==> src/rtl/clock_set_ctrl_if.sv <==
// Front-panel bundle for the time-setting controller.
//   Keys (active-low levels): mode_key, move_key, add_key, switch_key
//   Keypad: key_value[3:0], qualified by the one-cycle strobe value_en
//   cur_time[23:0]: running BCD time {Ht,Hu,Mt,Mu,St,Su}
//   Results: set_time, time_load, run_en, edit_active, cursor, blink_mask, disp_sel
// The master modport belongs to the panel/counter side; the slave modport is the controller.
interface clock_set_ctrl_if;
  logic        mode_key;
  logic        move_key;
  logic        add_key;
  logic        switch_key;
  logic [3:0]  key_value;
  logic        value_en;
  logic [23:0] cur_time;
  logic [23:0] set_time;
  logic        time_load;
  logic        run_en;
  logic        edit_active;
  logic [2:0]  cursor;
  logic [5:0]  blink_mask;
  logic [1:0]  disp_sel;

  modport master (
    output mode_key, move_key, add_key, switch_key, key_value, value_en, cur_time,
    input  set_time, time_load, run_en, edit_active, cursor, blink_mask, disp_sel
  );

  modport slave (
    input  mode_key, move_key, add_key, switch_key, key_value, value_en, cur_time,
    output set_time, time_load, run_en, edit_active, cursor, blink_mask, disp_sel
  );
endinterface

==> src/rtl/clock_set_ctrl.sv <==
// Time-setting controller for the clock calendar.
// Detects key presses, sequences entry of six BCD digits (HH:MM:SS) in EDIT, and on commit
// presents the edited time on set_time with a one-cycle time_load strobe. Also steps the
// display page on each switch press, independently of the main FSM.
// Ports:
//   clk    system clock
//   rst_n  asynchronous active-low reset
//   bus    clock_set_ctrl_if.slave (keys, keypad, cur_time in; set_time/strobes/status out)
module clock_set_ctrl #(
  parameter int unsigned TIMEOUT_CYC = 500_000_000
) (
  input logic            clk,
  input logic            rst_n,
  clock_set_ctrl_if.slave bus
);

  localparam int unsigned CntW = (TIMEOUT_CYC > 2) ? $clog2(TIMEOUT_CYC) : 1;
  localparam logic [CntW-1:0] IdleLast = CntW'(TIMEOUT_CYC - 1);

  typedef enum logic [1:0] {StRun, StEdit, StCommit} state_e;

  // Key bit order: 0=mode, 1=move, 2=add, 3=switch
  logic [3:0] key_lvl_q, key_prev_q, press_q;
  logic       val_en_q;
  logic [3:0] val_q;

  state_e            state_q, state_d;
  logic [5:0][3:0]   dig_q, dig_d;   // dig[5]=Ht ... dig[0]=Su, matches set_time packing
  logic [2:0]        cursor_q, cursor_d;
  logic [CntW-1:0]   idle_q, idle_d;
  logic [23:0]       set_q, set_d;
  logic [1:0]        disp_q, disp_d;

  logic mode_p, move_p, add_p, switch_p;
  assign mode_p   = press_q[0];
  assign move_p   = press_q[1];
  assign add_p    = press_q[2];
  assign switch_p = press_q[3];

  // Upper bound of the digit at cursor position pos, given the current tens-of-hours.
  function automatic logic [3:0] dig_limit(input logic [2:0] pos, input logic [3:0] ht);
    logic [3:0] lim;
    case (pos)
      3'd0:        lim = 4'd2;
      3'd1:        lim = (ht == 4'd2) ? 4'd3 : 4'd9;
      3'd2, 3'd4:  lim = 4'd5;
      default:     lim = 4'd9;
    endcase
    return lim;
  endfunction

  function automatic logic [2:0] cursor_next(input logic [2:0] c);
    return (c == 3'd5) ? 3'd0 : c + 3'd1;
  endfunction

  // Input sampling and 1->0 press detection; a held key yields a single pulse.
  always_ff @(posedge clk or negedge rst_n) begin
    if (!rst_n) begin
      key_lvl_q  <= 4'hF;
      key_prev_q <= 4'hF;
      press_q    <= 4'h0;
      val_en_q   <= 1'b0;
      val_q      <= 4'h0;
    end else begin
      key_lvl_q  <= {bus.switch_key, bus.add_key, bus.move_key, bus.mode_key};
      key_prev_q <= key_lvl_q;
      press_q    <= key_prev_q & ~key_lvl_q;
      val_en_q   <= bus.value_en;
      val_q      <= bus.key_value;
    end
  end

  // FSM: state register
  always_ff @(posedge clk or negedge rst_n) begin
    if (!rst_n) state_q <= StRun;
    else        state_q <= state_d;
  end

  // FSM: next state
  always_comb begin
    state_d = state_q;
    unique case (state_q)
      StRun: if (mode_p) state_d = StEdit;
      StEdit: begin
        if (mode_p) begin
          state_d = StCommit;
        end else if (val_en_q) begin
          if (val_q == 4'd10)      state_d = StCommit;
          else if (val_q == 4'd11) state_d = StRun;
        end else if (!move_p && !add_p && idle_q == IdleLast) begin
          state_d = StRun;
        end
      end
      StCommit: state_d = StRun;
      default:  state_d = StRun;
    endcase
  end

  // FSM: outputs
  always_comb begin
    bus.run_en      = (state_q == StRun);
    bus.edit_active = (state_q == StEdit);
    bus.time_load   = (state_q == StCommit);
    bus.blink_mask  = (state_q == StEdit) ? (6'b100000 >> cursor_q) : 6'b000000;
    bus.set_time    = set_q;
    bus.cursor      = cursor_q;
    bus.disp_sel    = disp_q;
  end

  // Edit datapath: digits, cursor, idle counter, commit snapshot, display page.
  always_comb begin
    logic [2:0] idx;
    logic [3:0] cur_dig;
    logic [3:0] new_dig;
    dig_d    = dig_q;
    cursor_d = cursor_q;
    idle_d   = idle_q;
    set_d    = set_q;
    disp_d   = disp_q;
    idx      = 3'd5 - cursor_q;
    cur_dig  = dig_q[idx];
    new_dig  = 4'd0;

    unique case (state_q)
      StRun: begin
        if (mode_p) begin
          dig_d    = bus.cur_time;
          cursor_d = 3'd0;
          idle_d   = '0;
        end
      end
      StEdit: begin
        if (mode_p) begin
          idle_d = '0;
        end else if (val_en_q) begin
          if (val_q <= 4'd9) begin
            if (val_q <= dig_limit(cursor_q, dig_q[5])) begin
              dig_d[idx] = val_q;
              // Ht reaching 2 drags an out-of-range Hu down to 3 in the same update.
              if (cursor_q == 3'd0 && val_q == 4'd2 && dig_q[4] > 4'd3) dig_d[4] = 4'd3;
              cursor_d = cursor_next(cursor_q);
              idle_d   = '0;
            end
          end else if (val_q == 4'd10 || val_q == 4'd11) begin
            idle_d = '0;
          end
        end else if (move_p) begin
          cursor_d = cursor_next(cursor_q);
          idle_d   = '0;
        end else if (add_p) begin
          new_dig    = (cur_dig >= dig_limit(cursor_q, dig_q[5])) ? 4'd0 : cur_dig + 4'd1;
          dig_d[idx] = new_dig;
          if (cursor_q == 3'd0 && new_dig == 4'd2 && dig_q[4] > 4'd3) dig_d[4] = 4'd3;
          idle_d = '0;
        end else if (idle_q != IdleLast) begin
          idle_d = idle_q + CntW'(1);
        end
      end
      default: ;
    endcase

    if (state_d == StCommit) set_d = dig_q;

    if (switch_p) disp_d = (disp_q == 2'd2) ? 2'd0 : disp_q + 2'd1;
  end

  always_ff @(posedge clk or negedge rst_n) begin
    if (!rst_n) begin
      dig_q    <= '0;
      cursor_q <= 3'd0;
      idle_q   <= '0;
      set_q    <= 24'h0;
      disp_q   <= 2'd0;
    end else begin
      dig_q    <= dig_d;
      cursor_q <= cursor_d;
      idle_q   <= idle_d;
      set_q    <= set_d;
      disp_q   <= disp_d;
    end
  end

endmodule

==> src/flat_wrapper.sv <==
// flat-port wrapper written by rule: the top's interface ports become plain ports
module clock_set_ctrl_flat 
#(
  parameter int unsigned TIMEOUT_CYC = 500_000_000
)
  (clk, rst_n, bus_mode_key, bus_move_key, bus_add_key, bus_switch_key, bus_key_value, bus_value_en, bus_cur_time, bus_set_time, bus_time_load, bus_run_en, bus_edit_active, bus_cursor, bus_blink_mask, bus_disp_sel);
  clock_set_ctrl_if bus_i ();
  input logic clk;
  input logic rst_n;
  input wire logic [$bits(bus_i.mode_key)-1:0] bus_mode_key;
  input wire logic [$bits(bus_i.move_key)-1:0] bus_move_key;
  input wire logic [$bits(bus_i.add_key)-1:0] bus_add_key;
  input wire logic [$bits(bus_i.switch_key)-1:0] bus_switch_key;
  input wire logic [$bits(bus_i.key_value)-1:0] bus_key_value;
  input wire logic [$bits(bus_i.value_en)-1:0] bus_value_en;
  input wire logic [$bits(bus_i.cur_time)-1:0] bus_cur_time;
  output wire logic [$bits(bus_i.set_time)-1:0] bus_set_time;
  output wire logic [$bits(bus_i.time_load)-1:0] bus_time_load;
  output wire logic [$bits(bus_i.run_en)-1:0] bus_run_en;
  output wire logic [$bits(bus_i.edit_active)-1:0] bus_edit_active;
  output wire logic [$bits(bus_i.cursor)-1:0] bus_cursor;
  output wire logic [$bits(bus_i.blink_mask)-1:0] bus_blink_mask;
  output wire logic [$bits(bus_i.disp_sel)-1:0] bus_disp_sel;
  assign bus_i.mode_key = bus_mode_key;
  assign bus_i.move_key = bus_move_key;
  assign bus_i.add_key = bus_add_key;
  assign bus_i.switch_key = bus_switch_key;
  assign bus_i.key_value = bus_key_value;
  assign bus_i.value_en = bus_value_en;
  assign bus_i.cur_time = bus_cur_time;
  assign bus_set_time = bus_i.set_time;
  assign bus_time_load = bus_i.time_load;
  assign bus_run_en = bus_i.run_en;
  assign bus_edit_active = bus_i.edit_active;
  assign bus_cursor = bus_i.cursor;
  assign bus_blink_mask = bus_i.blink_mask;
  assign bus_disp_sel = bus_i.disp_sel;
  clock_set_ctrl #(.TIMEOUT_CYC(TIMEOUT_CYC)) u_core (.clk(clk), .rst_n(rst_n), .bus(bus_i));
endmodule
==> config.mk <==
export PLATFORM = sky130hd
export DESIGN_NAME = clock_set_ctrl_flat
export DESIGN_NICKNAME = d
export VERILOG_FILES = /design/src/rtl/clock_set_ctrl_if.sv /design/src/rtl/clock_set_ctrl.sv /design/src/flat_wrapper.sv
export SDC_FILE = /design/constraint.sdc
export NUM_CORES = 1
export LEC_CHECK = 0
export CORE_AREA = 2 2 138 140
export CTS_BUF_LIST = sky130_fd_sc_hd__clkbuf_16
export DETAILED_ROUTE_END_ITERATION = 6
export DIE_AREA = 0 0 140 142
export PLACE_DENSITY_LB_ADDON = 0.12
export RECOVER_POWER = 100
export SYNTH_ARGS = -nofsm -noshare
export SYNTH_HDL_FRONTEND = slang
export SYNTH_SLANG_ARGS = --single-unit
export TNS_END_PERCENT = 5
==> constraint.sdc <==
create_clock -name clk -period 3.95 [get_ports clk]
set_input_delay 0.5925 -clock clk [delete_from_list [all_inputs] [get_ports clk]]
set_output_delay 0.5925 -clock clk [all_outputs]
set_load 0.005 [all_outputs]
# Word level (Yosys, flattened, before mapping)
# Cells that the tools add are included.
# op_classes
bitwise	2
n_addsub	5
order_cmp	6
n_eq_ne	25
mux	55
n_shift	1
reduce_logical	17
# ops
cell	count
$mux W29	9
$mux W24	7
$mux W4	15
$pmux W29 S2	1
$bwmux W24	2
$pmux W24 S2	1
$add A29 B1 Y29 const B	1
$eq A29 B29 Y1 const B	1
$ne A29 B29 Y1 const B	1
$mux W3	7
$mux W2	7
$bmux W4 S3	1
$demux W4 S3	1
$eq A4 B2 Y1 const B	3
$pmux W4 S3	1
$ne A5 B4 Y1 const B	2
$ne A3 B3 Y1 const B	3
$eq A4 B4 Y1 const B	2
$logic_and A1 B1 Y1	7
$reduce_and A7 Y1	1
$eq A2 B2 Y1 const B	3
$eq A3 B3 Y1 const B	2
$mux W6	1
$ne A3 B1 Y1 const B	2
29 further kinds	30
# word_totals
elab_cells	127
inputBits	35
ff_bits	101

# Longest topological paths before layout
# logic_depth
word_depth	19
mapped_depth	15
depth_no_buf	13

# Worst setup path after synthesis
# OpenSTA, ideal clock, no wires.
# synth_timing
path_type	flip-flop to flip-flop
start	register u_core.cursor_q[1], in the netlist u_core.bus.cursor[1]
end	register u_core.dig_q[18] (netlist name)
required_ns	3.819
setup_slack_ns	0.438
stages_incl_launch_ff	16
synth_period_minus_slack_ns	3.512
arrival_ns	3.381
path_buffers	2
setup_ns	0.131
cell_sequence	dfrtp_1 -> buf_6 -> inv_1 -> ha_1 -> buf_6 -> mux2i_1 -> mux4_2 -> inv_1 -> ha_1 -> nand2_1 -> o21ai_0 -> a2111oi_4 -> o32a_2 -> o21ai_2 -> a2111oi_4 -> nor3_1
# synth_between
elab_chain_cells	19
elab_cells_between_ends	45
classes_between	2 x add/sub; 4 x order compare; 5 x eq/ne; 26 x mux; 8 x reduce/logical
# synth_lines
element	line	source
start, declared	clock_set_ctrl.sv:29	logic [2:0] cursor_q, cursor_d;
start signal, assigned	clock_set_ctrl.sv:176	cursor_q <= cursor_d;
$eq A3 B2 Y1 / $eq A3 B3 Y1 (equally long branches)	clock_set_ctrl.sv:43	case (pos)
$reduce_or A2 Y1	clock_set_ctrl.sv:43	
$pmux W4 S3	clock_set_ctrl.sv:43	
$mux W4	clock_set_ctrl.sv:150	end else if (add_p) begin
$mux W4	clock_set_ctrl.sv:147	end else if (move_p) begin
$mux W4	clock_set_ctrl.sv:135	end else if (val_en_q) begin
$mux W4	clock_set_ctrl.sv:133	if (mode_p) begin
$mux W4	clock_set_ctrl.sv:124	unique case (state_q)
[... 2 more ...]	-	
$eq A4 B2 Y1	clock_set_ctrl.sv:153	if (cursor_q == 3'd0 && new_dig == 4'd2 && dig_q[4] > 4'd3) dig_d[4] = 4'd3;
$logic_and A1 B1 Y1 (2 in series)	clock_set_ctrl.sv:153	
$mux W4	clock_set_ctrl.sv:153	
$mux W24	clock_set_ctrl.sv:150	
$mux W24	clock_set_ctrl.sv:147	
$mux W24	clock_set_ctrl.sv:135	
$mux W24	clock_set_ctrl.sv:133	
$pmux W24 S2	clock_set_ctrl.sv:124	
end signal, assigned	clock_set_ctrl.sv:175	dig_q <= dig_d;
end, declared	clock_set_ctrl.sv:28	logic [5:0][3:0] dig_q, dig_d;
# Parallel ways exist; a longest one is shown, timed or not. The select of a mux whose other input is x is not followed.
# A chain may end at the register's enable or synchronous reset.

# Worst setup path after layout
# Same ends and word-level chain as after synthesis.

==> key figures <==
Hold path
  – HP Class: reg -> reg

Setup path
  – Worst Path Arrival: 3.79 ns
  – Worst setup EP type: register
  – Startpoint Class: register
  – Crit-path max FO: 12
  – Setup CP Type: reg -> reg
  – CP required: 4.17 ns

STA
  – Final WS setup: 0.3857 ns
  – Final Setup Violations: 0
  – Worst slew pin tran: 1.545 ns
  – Setup TNS: 0 ns
  – Hold Vio Cnt, Final: 0
  – Rel. slew slack: -3.013%
  – RSZ-0062 raised after global routing: false
  – Max Clk Rate: 280.6 MHz
  – Final worst-path cycle share: 90.24%
  – Final min period: 3.564 ns
  – Clock skew: 0.01040 ns
  – Hold_ws: 0.3694 ns
  – Final Slew Violations: 62

Route
  – Via/cell ratio: 5.176
  – Post-route ant nets: 0
  – Met3 wire len: 687 microns
  – Remaining DRCs: 3
  – Avg WL per Cell: 17.63 microns
  – Via count: 4498
  – Starting DRT DRC Count: 233
  – Highest metal used: met4
  – Detailed Route WL: 15320 microns
  – DRT met1 WL: 7262 microns
  – Drt pass-1 iters: 7
  – Routed wl met2: 7183 microns

CTS
  – CTS tree: yes
  – CTS clk-pin slew, worst paths: 0.07 ns
  – Clock buffer count from CTS: 9
  – Root Driver: clkbuf_16
  – Skew-Pair Late Insertion Delay: 0.35 ns
  – CTS H-tree depth: 3
  – Post-CTS setup buffer count: 0
  – Longest Clk Path Bufs: 2
  – CTS Sinks: 101

Synth
  – Mapped Area: 5439 sq um
  – Syn Area/Cell: 9.800 sq um
  – Sequential cell area fraction in the yosys report: 46.65%
  – Ys async rst share: 100.0%
  – Most used DFF post-synth: dfrtp_1
  – #FFs+latches synth: 101
  – Yosys cell types: 64
  – Mapped Cells: 555
  – EDFF count, synth: 0
  – Syn nets: 609
  – Ys Warns: 0

Die
  – Chip height: 142 microns
  – Core area: 18460 sq um
  – Die area: 19880 sq um
  – Top Ports: 73
  – Initial Utilization: 29.47%
  – Core Rows: 50
  – Die Wd: 140 microns

Place
  – RePlAce Congestion: 0.8524
  – Detailed Place HPWL: 11210 microns
  – Port bufs: 72
  – DP Area: 6462 sq um
  – Pre-CTS setup slack: 0.3599 ns

Global route
  – GR Overflow Total: 0
  – Initial antenna violation count: 0
  – Wire length of the first global-routing pass: 24740 microns
  – Vias in the first global route: 4488
  – Tot GR Track Use: 15.81%
  – Largest net degree at the start of global routing: 62

Power
  – Pwr Density: 677.4 nW/um^2
  – Leak: 0.002746 uW
  – Peak supply drop: 0.3772 mV

Finish
  – Post-layout util: 36.28%
  – Final Net Count: 684
  – ANT cells: 0
  – Area Overhead vs Synth: 23.10%
  – Share of cells above drive strength 1: 11.02%
  – Design area: 6695 sq um

Outcome
  – Run status: finished, violations left
  – Failing checks: DRC, capacitance limit, slew limit

Flow run
  – Max-cap violations: 1
==> worst paths after layout <==
kind	from	end	slack (ns)	cells past startpoint
min in group asynchronous	rst_n	u_core.idle_q[16]	0.61	1
max in group asynchronous	rst_n	u_core.dig_q[9]	1.52	2
worst min-delay path	u_core.key_lvl_q[0]	u_core.key_prev_q[0]	0.37	0
worst max register to register	u_core.bus.cursor[1]	u_core.dig_q[18]	0.39	13
worst min register to register	u_core.key_lvl_q[0]	u_core.key_prev_q[0]	0.37	0
worst max-delay path	u_core.bus.cursor[1]	u_core.dig_q[18]	0.39	13
==> metal layers <==
| layer | vias to the layer above | GRT usage [%] |
|---|---|---|
| met3 | 10 | 3.634 |
| met2 | 89 | 25.12 |
| li1 | 2183 | - |
| met5 | - | 0 |
| met4 | 0 | 3.562 |
| met1 | 2216 | 22.11 |
==> layout make-up <==
type | instances | area [sq um]
fill | 1881 | 11760
multi-input combinational | 412 | 2723
sequential | 101 | 2537
timing repair buffer | 88 | 808.3
tap | 234 | 292.8
clock buffer | 9 | 225.2
inverter | 18 | 67.56
clock inverter | 7 | 41.29
==> cell families after synthesis <==
logic type | synth area share, %
and+or+nand+nor | 17.58
buffers and inverters | 3.289
adders and majority gates | 4.371
xor gates and xnor gates | 0.4832
AOI/OAI and AO/OA | 19.16
DFF | 46.65
muxes | 8.466
==> cell usage in the layout, fill, tap and decap left out, drive strengths merged, types with 19 or more instances in the layout <==
cell and instances:
a21oi 27, clkdlybuf4s50 29, dfrtp 93, dlygate4sd3 42, ha 19, mux2 26, nand2 64, nand3 20
nor2 36, o21ai 50
==> sequential cells by signal, indices dropped and copies added, names as in the netlist <==
register             cells
u_core.idle_q           29
u_core.bus.set_time     24
u_core.dig_q            24
u_core.key_lvl_q         4
u_core.key_prev_q        4
u_core.press_q           4
u_core.val_q             4
u_core.bus.cursor        3
u_core.bus.disp_sel      2
u_core.state_q           2
u_core.val_en_q          1
==> power breakdown <==
part | switching [uW] | internal, uW
registers | 243 | 1310
clock network | 404 | 424
logic | 1170 | 985
total | 1820 | 2710
==> through the flow <==
stage | instances | total power [uW]
global placement | 853 | 3783
global route | 869 | 4895
CTS | 869 | 4669
detailed placement | 853 | 3806
finish | 869 | 4535
floorplan | 555 | 2922
==> timing repair <==
action / 4_1_cts / 5_1_grt
hold buffers: 0 / 0
resized for setup: 0 / 1
endpoints found under the hold margin: 0 / 0
setup endpoints to repair: 0 / 4
==> worst max-delay path, cell delays in order (launching register included) <==
cell and delay, ns:
dfrtp_1 0.35, inv_1 0.11, ha_1 0.57, mux2i_1 0.14, mux4_2 0.51, inv_1 0.10, ha_1 0.23, nand2_1 0.07
o21ai_1 0.12, a2111oi_4 0.53, o32a_2 0.23, o21ai_2 0.07, a2111oi_4 0.32, nor3_1 0.09
==> Yosys cell counts (all sizes together) (3+ instances only) <==
cell / instances / area, sq um
mux4: 3 / 67.56
a31oi: 14 / 87.58
dfrtp: 93 / 2327
o21ai: 50 / 254.0
and2: 7 / 43.79
a21oi: 27 / 135.1
a21o: 3 / 22.52
a2bb2oi: 4 / 35.03
mux2i: 10 / 100.1
nor2: 36 / 135.1
nand2: 64 / 240.2
and3: 8 / 50.05
nand4: 8 / 50.05
buf: 7 / 47.54
or3: 4 / 25.02
inv: 17 / 63.81
nor2b: 15 / 93.84
mux2: 26 / 292.8
ha: 19 / 237.7
o21a: 3 / 22.52
clkbuf: 17 / 63.81
o31ai: 7 / 52.55
nor3: 11 / 55.05
nand3: 20 / 100.1
nand2b: 9 / 61.31
a22oi: 10 / 75.07
o22ai: 11 / 68.82
a211oi: 3 / 22.52
o211ai: 4 / 30.03
dfstp: 8 / 210.2
(Power assumes the default switching activity.)
